`src/rtl/maxnet_pkg.sv`:
```
`default_nettype none
// +--------------------------------------------------------------------+
// | maxnet_pkg: shared FSM state encoding and control-word decode.      |
// | Revision: 1.0                                                       |
// +--------------------------------------------------------------------+
package maxnet_pkg;

    localparam int MAX_ITER_DEFAULT     = 64;
    localparam int WAIT_TIMEOUT_DEFAULT = 255;

    typedef enum logic [2:0] {
        IDLE  = 3'd0,
        LOAD  = 3'd1,
        START = 3'd2,
        WAIT  = 3'd3,
        WRITE = 3'd4,
        CHECK = 3'd5,
        DONE  = 3'd6,
        ERR   = 3'd7
    } state_t;

    typedef struct packed {
        logic plu_start;
        logic mux_sel;
        logic we_a_reg;
        logic we_prim;
        logic busy;
        logic done;
        logic error;
    } ctrl_t;

    // Moore output decode; evaluated on the next state so outputs land in the state register's cycle.
    function automatic ctrl_t decode_ctrl(input state_t s);
        ctrl_t c;
        c           = '0;
        c.plu_start = (s == START);
        c.mux_sel   = (s == WRITE);
        c.we_a_reg  = (s == LOAD) || (s == WRITE);
        c.we_prim   = (s == LOAD);
        c.busy      = !((s == IDLE) || (s == DONE) || (s == ERR));
        c.done      = (s == DONE);
        c.error     = (s == ERR);
        return c;
    endfunction

endpackage
`default_nettype wire

```
`src/rtl/maxnet_controller_if.sv`:
```
`default_nettype none
// +--------------------------------------------------------------------+
// | maxnet_controller_if: run request, PLU handshake and datapath ctrl. |
// | Revision: 1.0                                                       |
// +--------------------------------------------------------------------+
interface maxnet_controller_if #(
    parameter int ITER_W = 7
);
    logic              go;
    logic              plu1_done;
    logic              plu2_done;
    logic              plu3_done;
    logic              plu4_done;
    logic              finish;
    logic              plu_start;
    logic              mux_sel;
    logic              we_a_reg;
    logic              we_prim;
    logic              busy;
    logic              done;
    logic              error;
    logic [ITER_W-1:0] iter_cnt;

    modport master (
        input  go, plu1_done, plu2_done, plu3_done, plu4_done, finish,
        output plu_start, mux_sel, we_a_reg, we_prim, busy, done, error, iter_cnt
    );

    modport slave (
        output go, plu1_done, plu2_done, plu3_done, plu4_done, finish,
        input  plu_start, mux_sel, we_a_reg, we_prim, busy, done, error, iter_cnt
    );
endinterface
`default_nettype wire

```
`src/rtl/maxnet_controller_done_collector.sv`:
```
`default_nettype none
// +--------------------------------------------------------------------+
// | done_collector: sticky capture of the four PLU done strobes.        |
// | Revision: 1.0                                                       |
// +--------------------------------------------------------------------+
module done_collector (
    input  wire logic       clk,
    input  wire logic       rst_n,
    input  wire logic       clear,
    input  wire logic       enable,
    input  wire logic [3:0] done_in,
    output logic            all_done
);
    logic [3:0] r_sticky;

    always_ff @(posedge clk or negedge rst_n) begin
        if (!rst_n) begin
            r_sticky <= '0;
        end else if (clear) begin
            r_sticky <= '0;
        end else if (enable) begin
            r_sticky <= r_sticky | done_in;
        end
    end

    // Live inputs are OR'ed in so a final done arriving this cycle completes the set.
    assign all_done = &(r_sticky | done_in);

endmodule
`default_nettype wire

```
`src/rtl/maxnet_controller.sv`:
```
`default_nettype none
// +--------------------------------------------------------------------+
// | maxnet_controller: sequences load / PLU iterate / write-back / check.|
// | Revision: 1.0                                                       |
// +--------------------------------------------------------------------+
module maxnet_controller
    import maxnet_pkg::*;
#(
    parameter int MAX_ITER     = MAX_ITER_DEFAULT,
    parameter int ITER_W       = 7,
    parameter int WAIT_TIMEOUT = WAIT_TIMEOUT_DEFAULT,
    parameter int TO_W         = 8
) (
    input  wire logic           clk,
    input  wire logic           rst_n,
    maxnet_controller_if.master bus
);
    localparam logic [ITER_W-1:0] C_ITER_LIMIT = ITER_W'(MAX_ITER);
    localparam logic [TO_W-1:0]   C_WD_LAST    = TO_W'(WAIT_TIMEOUT - 1);

    state_t            r_state;
    state_t            w_next;
    ctrl_t             r_ctrl;
    logic [ITER_W-1:0] r_iter_cnt;
    logic [TO_W-1:0]   r_watchdog;
    logic              w_all_done;

    done_collector u_done_collector (
        .clk      (clk),
        .rst_n    (rst_n),
        .clear    (r_state == START),
        .enable   (r_state == WAIT),
        .done_in  ({bus.plu4_done, bus.plu3_done, bus.plu2_done, bus.plu1_done}),
        .all_done (w_all_done)
    );

    always_comb begin
        w_next = r_state;
        case (r_state)
            IDLE:    if (bus.go) w_next = LOAD;
            LOAD:    w_next = START;
            START:   w_next = WAIT;
            WAIT: begin
                // Completion beats the watchdog when both land together.
                if (w_all_done)                   w_next = WRITE;
                else if (r_watchdog == C_WD_LAST) w_next = ERR;
            end
            WRITE:   w_next = CHECK;
            CHECK: begin
                if (bus.finish)                       w_next = DONE;
                else if (r_iter_cnt == C_ITER_LIMIT)  w_next = ERR;
                else                                  w_next = START;
            end
            DONE:    if (!bus.go) w_next = IDLE;
            ERR:     if (!bus.go) w_next = IDLE;
            default: w_next = IDLE;
        endcase
    end

    always_ff @(posedge clk or negedge rst_n) begin
        if (!rst_n) begin
            r_state    <= IDLE;
            r_ctrl     <= '0;
            r_iter_cnt <= '0;
            r_watchdog <= '0;
        end else begin
            r_state <= w_next;
            r_ctrl  <= decode_ctrl(w_next);
            case (r_state)
                LOAD:  r_iter_cnt <= '0;
                WRITE: if (r_iter_cnt != C_ITER_LIMIT) r_iter_cnt <= r_iter_cnt + ITER_W'(1);
                START: r_watchdog <= '0;
                WAIT:  r_watchdog <= r_watchdog + TO_W'(1);
                default: ;
            endcase
        end
    end

    assign bus.plu_start = r_ctrl.plu_start;
    assign bus.mux_sel   = r_ctrl.mux_sel;
    assign bus.we_a_reg  = r_ctrl.we_a_reg;
    assign bus.we_prim   = r_ctrl.we_prim;
    assign bus.busy      = r_ctrl.busy;
    assign bus.done      = r_ctrl.done;
    assign bus.error     = r_ctrl.error;
    assign bus.iter_cnt  = r_iter_cnt;

endmodule
`default_nettype wire

```
`src/flat_wrapper.sv`:
```
// flat-port wrapper written by rule: the top's interface ports become plain ports
module maxnet_controller_flat import maxnet_pkg::*;
#(
    parameter int MAX_ITER     = MAX_ITER_DEFAULT,
    parameter int ITER_W       = 7,
    parameter int WAIT_TIMEOUT = WAIT_TIMEOUT_DEFAULT,
    parameter int TO_W         = 8
)
  (clk, rst_n, bus_go, bus_plu1_done, bus_plu2_done, bus_plu3_done, bus_plu4_done, bus_finish, bus_plu_start, bus_mux_sel, bus_we_a_reg, bus_we_prim, bus_busy, bus_done, bus_error, bus_iter_cnt);
  maxnet_controller_if #(.ITER_W(ITER_W)) bus_i ();
  input  wire logic clk;
  input  wire logic rst_n;
  input wire logic [$bits(bus_i.go)-1:0] bus_go;
  input wire logic [$bits(bus_i.plu1_done)-1:0] bus_plu1_done;
  input wire logic [$bits(bus_i.plu2_done)-1:0] bus_plu2_done;
  input wire logic [$bits(bus_i.plu3_done)-1:0] bus_plu3_done;
  input wire logic [$bits(bus_i.plu4_done)-1:0] bus_plu4_done;
  input wire logic [$bits(bus_i.finish)-1:0] bus_finish;
  output wire logic [$bits(bus_i.plu_start)-1:0] bus_plu_start;
  output wire logic [$bits(bus_i.mux_sel)-1:0] bus_mux_sel;
  output wire logic [$bits(bus_i.we_a_reg)-1:0] bus_we_a_reg;
  output wire logic [$bits(bus_i.we_prim)-1:0] bus_we_prim;
  output wire logic [$bits(bus_i.busy)-1:0] bus_busy;
  output wire logic [$bits(bus_i.done)-1:0] bus_done;
  output wire logic [$bits(bus_i.error)-1:0] bus_error;
  output wire logic [$bits(bus_i.iter_cnt)-1:0] bus_iter_cnt;
  assign bus_i.go = bus_go;
  assign bus_i.plu1_done = bus_plu1_done;
  assign bus_i.plu2_done = bus_plu2_done;
  assign bus_i.plu3_done = bus_plu3_done;
  assign bus_i.plu4_done = bus_plu4_done;
  assign bus_i.finish = bus_finish;
  assign bus_plu_start = bus_i.plu_start;
  assign bus_mux_sel = bus_i.mux_sel;
  assign bus_we_a_reg = bus_i.we_a_reg;
  assign bus_we_prim = bus_i.we_prim;
  assign bus_busy = bus_i.busy;
  assign bus_done = bus_i.done;
  assign bus_error = bus_i.error;
  assign bus_iter_cnt = bus_i.iter_cnt;
  maxnet_controller #(.MAX_ITER(MAX_ITER), .ITER_W(ITER_W), .WAIT_TIMEOUT(WAIT_TIMEOUT), .TO_W(TO_W)) u_core (.clk(clk), .rst_n(rst_n), .bus(bus_i));
endmodule
```
`config.mk`:
```
export PLATFORM = sky130hd
export DESIGN_NAME = maxnet_controller_flat
export DESIGN_NICKNAME = d
export VERILOG_FILES = /design/src/rtl/maxnet_pkg.sv /design/src/rtl/maxnet_controller_if.sv /design/src/rtl/maxnet_controller_done_collector.sv /design/src/rtl/maxnet_controller.sv /design/src/flat_wrapper.sv
export SDC_FILE = /design/constraint.sdc
export NUM_CORES = 1
export LEC_CHECK = 0
export BUFFER_PORTS_ARGS = -buffer_cell sky130_fd_sc_hd__buf_2
export CORE_ASPECT_RATIO = 2
export CORE_UTILIZATION = 28
export DETAILED_ROUTE_END_ITERATION = 16
export HOLD_SLACK_MARGIN = 0.05
export PLACE_DENSITY_LB_ADDON = 0.15
export SLEW_MARGIN = 20
export SYNTH_ARGS = -nofsm -noshare
export SYNTH_HDL_FRONTEND = slang
export SYNTH_SLANG_ARGS = --single-unit
```
`constraint.sdc`:
```
create_clock -name clk -period 1.4 [get_ports clk]
set_input_delay 0.14 -clock clk [delete_from_list [all_inputs] [get_ports clk]]
set_output_delay 0.14 -clock clk [all_outputs]
set_load 0.02 [all_outputs]
```
Word level (Yosys, flattened, before mapping)
Cells that the tools add are included.
- reduce and logical (&&, ||, !) cells: 11
- multiplexer cells: 12
- bitwise gates (word level): 1
- $add $sub $neg: 2
- eq/ne operators: 16
- operators with widths (operator ; number):
    $eq A3 B3 Y1 const B ; 7
    $pmux W3 S7 ; 1
    $mux W3 ; 6
    $pmux W8 S2 ; 1
    $pmux W7 S2 ; 1
    $eq A3 B2 Y1 const B ; 3
    $add A8 B1 Y8 const B ; 1
    $eq A8 B8 Y1 const B ; 1
    $mux W4 ; 2
    $add A7 B1 Y7 const B ; 1
    $eq A7 B7 Y1 const B ; 1
    $mux W7 ; 1
    $ne A7 B7 Y1 const B ; 1
    $eq A3 B1 Y1 const B ; 2
    $logic_not A3 Y1 ; 2
    $or A4 B4 Y4 ; 1
    $reduce_and A4 Y1 ; 1
    $reduce_bool A2 Y1 ; 2
    $logic_or A1 B1 Y1 ; 3
    $ne A2 B1 Y1 const B ; 1
    $reduce_and A2 Y1 ; 1
    $reduce_or A2 Y1 ; 1
    $logic_not A1 Y1 ; 1
- output and inout port bits: 14
- logic and storage cells: 53
- bits of input ports: 8
- bits in registers: 29

Depth between registers and ports, before layout
- depth after elaboration: 8
- gate-level depth with buffers: 7
- mapped depth without buffers: 7

By module
From an unflattened synthesis, not the netlist that was laid out.
- cell total of the unflattened synthesis: 147
- area, all modules: 1427.6 µm²
- modules (own cells, without submodules) (module ; area each (µm²) ; times used ; seq. area each (µm²) ; cells each):
    maxnet_controller ; 1276.2 ; 1 ; 625.6 ; 132
    done_collector ; 151.4 ; 1 ; 100.1 ; 15

Worst setup path after synthesis
OpenSTA, ideal clock, no wires.
- kind: flip-flop to flip-flop
- from: register u_core.r_iter_cnt[0] (netlist: u_core.bus.iter_cnt[0])
- to: register u_core.r_ctrl (netlist bit u_core.bus.plu_start)
- library setup time: 0.095 ns
- required time: 1.305 ns
- slack: -0.284 ns
- clock period less this slack: 1.684 ns
- arrival time: 1.589 ns
- stages on the path, launching flop included: 8
- buffers on the path: 0
- cells stage by stage: dfrtp_1 -> inv_1 -> ha_1 -> and4bb_1 -> nand2_1 -> a21oi_1 -> or2_4 -> nor4b_2
- longest elaborated chain between the ends: 5
- RTL lines (what ; RTL line ; source):
    from (decl) ; maxnet_controller.sv:24 ; logic [ITER_W-1:0] r_iter_cnt;
    from (signal assigned) ; maxnet_controller.sv:71 ; WRITE: if (r_iter_cnt != C_ITER_LIMIT) r_iter_cnt <= r_iter_cnt + ITER_W'(1);
    $eq A7 B7 Y1 ; maxnet_controller.sv:51 ; else if (r_iter_cnt == C_ITER_LIMIT) w_next = ERR;
    $mux W3 ; maxnet_controller.sv:51 ;
    $mux W3 ; maxnet_controller.sv:50 ; if (bus.finish) w_next = DONE;
    $pmux W3 S7 ; maxnet_controller.sv:39 ; case (r_state)
    net u_core.w_next[2] ; maxnet_controller.sv:22 ; state_t w_next;
    $eq A3 B2 Y1 ; maxnet_pkg.sv:36 ; c.plu_start = (s == START);
    to (signal assigned) ; maxnet_controller.sv:68 ; r_ctrl <= decode_ctrl(w_next);
    to (decl) ; maxnet_controller.sv:23 ; ctrl_t r_ctrl;
The timed path passes the listed nets, and every way through them passes these cells.
A chain may end at the register's enable or synchronous reset.

Worst setup path in the final report
Ends and elaborated chain as after synthesis.

==> insert_results.sql <==
INSERT INTO impl_metrics (metric_group, metric, value, unit) VALUES
('final_layout', 'area_growth', '46.9', '%'),
('pwr', 'cellPowerDensity', '2110', 'nW/µm²'),
('clocking', 'clk_path_buf_depth', '2', ''),
('drt', 'post_detailed_routing_wire_length', '4030', 'µm'),
('outcome', 'run_status', 'complete, but fails checks', ''),
('drt', 'first_iter_violations', '26', ''),
('drt', 'drt_drc_violations_left', '0', ''),
('placed_design', 'place_congestion', '0.765', ''),
('final_layout', 'max_ffs_per_register', '8', ''),
('logic_synthesis', 'mappedNetlistNets', '164', ''),
('sta', 'hold_violations', '0', ''),
('drt', 'route.detailed.wl_per_inst', '14.7', 'µm'),
('sta', 'achievable-frequency', '0.652', 'GHz'),
('final_layout', 'final_nets', '228', ''),
('sta', 'layout_min_cycle_time', '1.53', 'ns'),
('critical_path', 'max_stage_delay', '0.36', 'ns'),
('critical_path', 'setup.worst_path.class', 'flip-flop to flip-flop', ''),
('global_routing', 'first_pass_grt_wire_length', '6630', 'µm'),
('logic_synthesis', 'most_used_flip_flop_cell_after_synthesis', 'sky130_fd_sc_hd__dfrtp_1', ''),
('floorplanning', 'io_pins', '22', ''),
('hold_path', 'hold_path_class', 'primary input to flip-flop', ''),
('sta', 'finalCritPeriodShare', '109', '%'),
('logic_synthesis', 'synth_async_sr_flop_share', '100', '%'),
('drt', 'via_count', '1370', ''),
('critical_path', 'critical_path.cell_chain', 'inv_2 -> ha_4 -> and4bb_2 -> nand2_4 -> a21oi_4 -> or2_4 -> nor4b_2', ''),
('logic_synthesis', 'synth-seq-area-share', '48.2', '%'),
('logic_synthesis', 'ys_top_cells_by_area', 'sky130_fd_sc_hd__dfrtp_1 (48%), sky130_fd_sc_hd__a21oi_1 (4.0%), sky130_fd_sc_hd__nand2_1 (3.5%)', ''),
('logic_synthesis', 'synth_most_common_cell', 'sky130_fd_sc_hd__dfrtp_1', ''),
('pwr', 'power.static_leakage', '1.02', 'nW'),
('critical_path', 'path_max_fanout', '3', ''),
('final_layout', 'finalInstanceArea', '2210', 'µm²'),
('floorplanning', 'die_width', '53.9', 'µm'),
('logic_synthesis', 'synth.cell_area', '1510', 'µm²'),
('sta', 'whs', '0.139', 'ns'),
('outcome', 'violations', 'negative setup slack', ''),
('pwr', 'post-layout-total-power', '4.66', 'mW'),
('floorplanning', 'die_height', '106', 'µm'),
('logic_synthesis', 'synth-edff-count', '0', ''),
('clocking', 'clk_latency', '0.28', 'ns'),
('global_routing', 'grt_antenna_before_repair', '0', ''),
('critical_path', 'critPathSlowestCell', 'sky130_fd_sc_hd__dfrtp_2', ''),
('global_routing', 'first_global_vias', '1458', ''),
('clocking', 'tritoncts_num_sinks', '29', ''),
('clocking', 'numCtsBuffers', '5', ''),
('clocking', 'cts_root_buf', 'sky130_fd_sc_hd__clkbuf_8', ''),
('logic_synthesis', 'synth.cells.most_frequent', 'sky130_fd_sc_hd__dfrtp_1 (29), sky130_fd_sc_hd__nand2_1 (14), sky130_fd_sc_hd__nor2_1 (13)', ''),
('floorplanning', 'placeableCoreArea', '5140', 'µm²'),
('floorplanning', 'die_area', '5700', 'µm²'),
('final_layout', 'share_of_cells_above_drive_strength_1', '53.5', '%'),
('floorplanning', 'number_of_standard_cell_rows_in_the_floorplan', '37', ''),
('critical_path', 'crit_path_end_kind', 'flip-flop', ''),
('sta', 'final_critical_path_setup_slack', '-0.133', 'ns'),
('global_routing', 'grtUsageTotal', '16.5', '%'),
('run', 'timing.max_cap.violations', '0', ''),
('drt', 'vias_per_cell', '4.98', ''),
('critical_path', 'cp_bufs_invs', '1', ''),
('sta', 'max-slew-margin-rel', '69.5', '%'),
('clocking', 'clkSlewWorstSetupHoldPaths', '0.06', 'ns'),
('pwr', 'vdd_drop_max', '0.00124', 'V'),
('drt', 'count_of_nets_left_with_antenna_violations_after_detail_routing', '0', ''),
('placed_design', 'dp_hpwl', '2970', 'µm'),
('logic_synthesis', 'synthesis.yosys.warnings', '0', ''),
('sta', 'final-setup-viol-count', '9', ''),
('placed_design', 'cell_area_placed', '1930', 'µm²'),
('critical_path', 'kind_of_cell_adding_the_most_delay_to_the_critical_path', 'simple AND/OR/NAND/NOR gates', ''),
('logic_synthesis', 'syn_area_per_cell', '9.91', 'µm²'),
('final_layout', 'regMostFlops', 'u_core.r_watchdog', ''),
('logic_synthesis', 'synth_instances', '152', ''),
('drt', 'detailedRoute.firstPassIterationCount', '4', ''),
('clocking', 'h-tree-depth', '2', ''),
('logic_synthesis', 'post_synth_num_cell_types', '41', '');
==> worst paths after layout <==
check	from	endpoint	slack [ns]	cells after the start
hold / removal	bus_plu2_done	u_core.u_done_collector.r_sticky[1]	0.14	3
setup / recovery	u_core.bus.iter_cnt[0]	u_core.bus.plu_start	-0.13	7
max in group asynchronous	rst_n	u_core.r_state[0]	0.56	3
hold reg to reg	u_core.u_done_collector.r_sticky[1]	u_core.u_done_collector.r_sticky[1]	0.53	2
min in group asynchronous	rst_n	u_core.r_watchdog[2]	0.34	2
setup reg to reg	u_core.bus.iter_cnt[0]	u_core.bus.plu_start	-0.13	7
==> tightest hold or removal path, stage by stage <==
cell                      delay (ns)
sky130_fd_sc_hd__buf_2          0.10
sky130_fd_sc_hd__a21oi_1        0.06
sky130_fd_sc_hd__nor2_1         0.08
==> area by class of cell <==
type                       count  area (µm²)
tap                           58        72.6
sequential                    29         732
multi-input combinational    110         870
clock inverter                 2        10.0
timing repair buffer          64         434
fill                         486        2930
inverter                       6        22.5
clock buffer                   6        72.6
==> power by group <==
group,switching [mW],internal (mW),leakage [nW]
Sequential,0.246,1.13,0.369
Combinational,1.36,1.26,0.603
Clock,0.320,0.344,0.0450
Total,1.93,2.73,1.02
==> cells by family (layout without fill, tap and decap cells) <==
kind of cell	count (synthesis)	count (layout)	synth area share, %
buf+inv	13	78	5.23
fa+ha+maj	4	4	3.32
mux	2	2	1.58
compound gates	37	37	16.4
simple gates	63	63	22.9
flops	29	29	48.2
xor+xnor	4	4	2.33
==> layer usage <==
layer	vias up	share of wire, %	global-route usage, %
li1	668	-	-
met1	675	35	15.9
met2	20	60	30.2
met3	7	2.6	3.90
met4	0	2.4	7.71
met5	-	0	0
==> timing repair <==
action / 4_1_cts / 5_1_grt
hold buffers: 1 / 0
pin swaps: 4 / 3
endpoints found under the setup margin: 20 / 23
hold endpoints to repair: 16 / 0
buffers inserted: 3 / 2
gates resized for setup: 14 / 22
==> metrics by stage <==
stage,std cells,setup TNS [ns],utilization [%]
floorplan,152,-0.460,-
global placement,261,-0.866,37.5
detailed placement,261,-1.17,37.5
CTS,273,-0.712,41.2
global route,275,-1.68,43.1
finish,275,-0.850,43.1
==> placed cells by master (no fill, tap or decap), types with 6 or more instances in the layout <==
cell	count
sky130_fd_sc_hd__nand3_1	6
sky130_fd_sc_hd__nand2_1	12
sky130_fd_sc_hd__nor2_1	12
sky130_fd_sc_hd__buf_2	21
sky130_fd_sc_hd__buf_4	41
sky130_fd_sc_hd__a21oi_1	9
sky130_fd_sc_hd__dfrtp_1	24
Note: power is estimated with default switching activity, not from simulation.
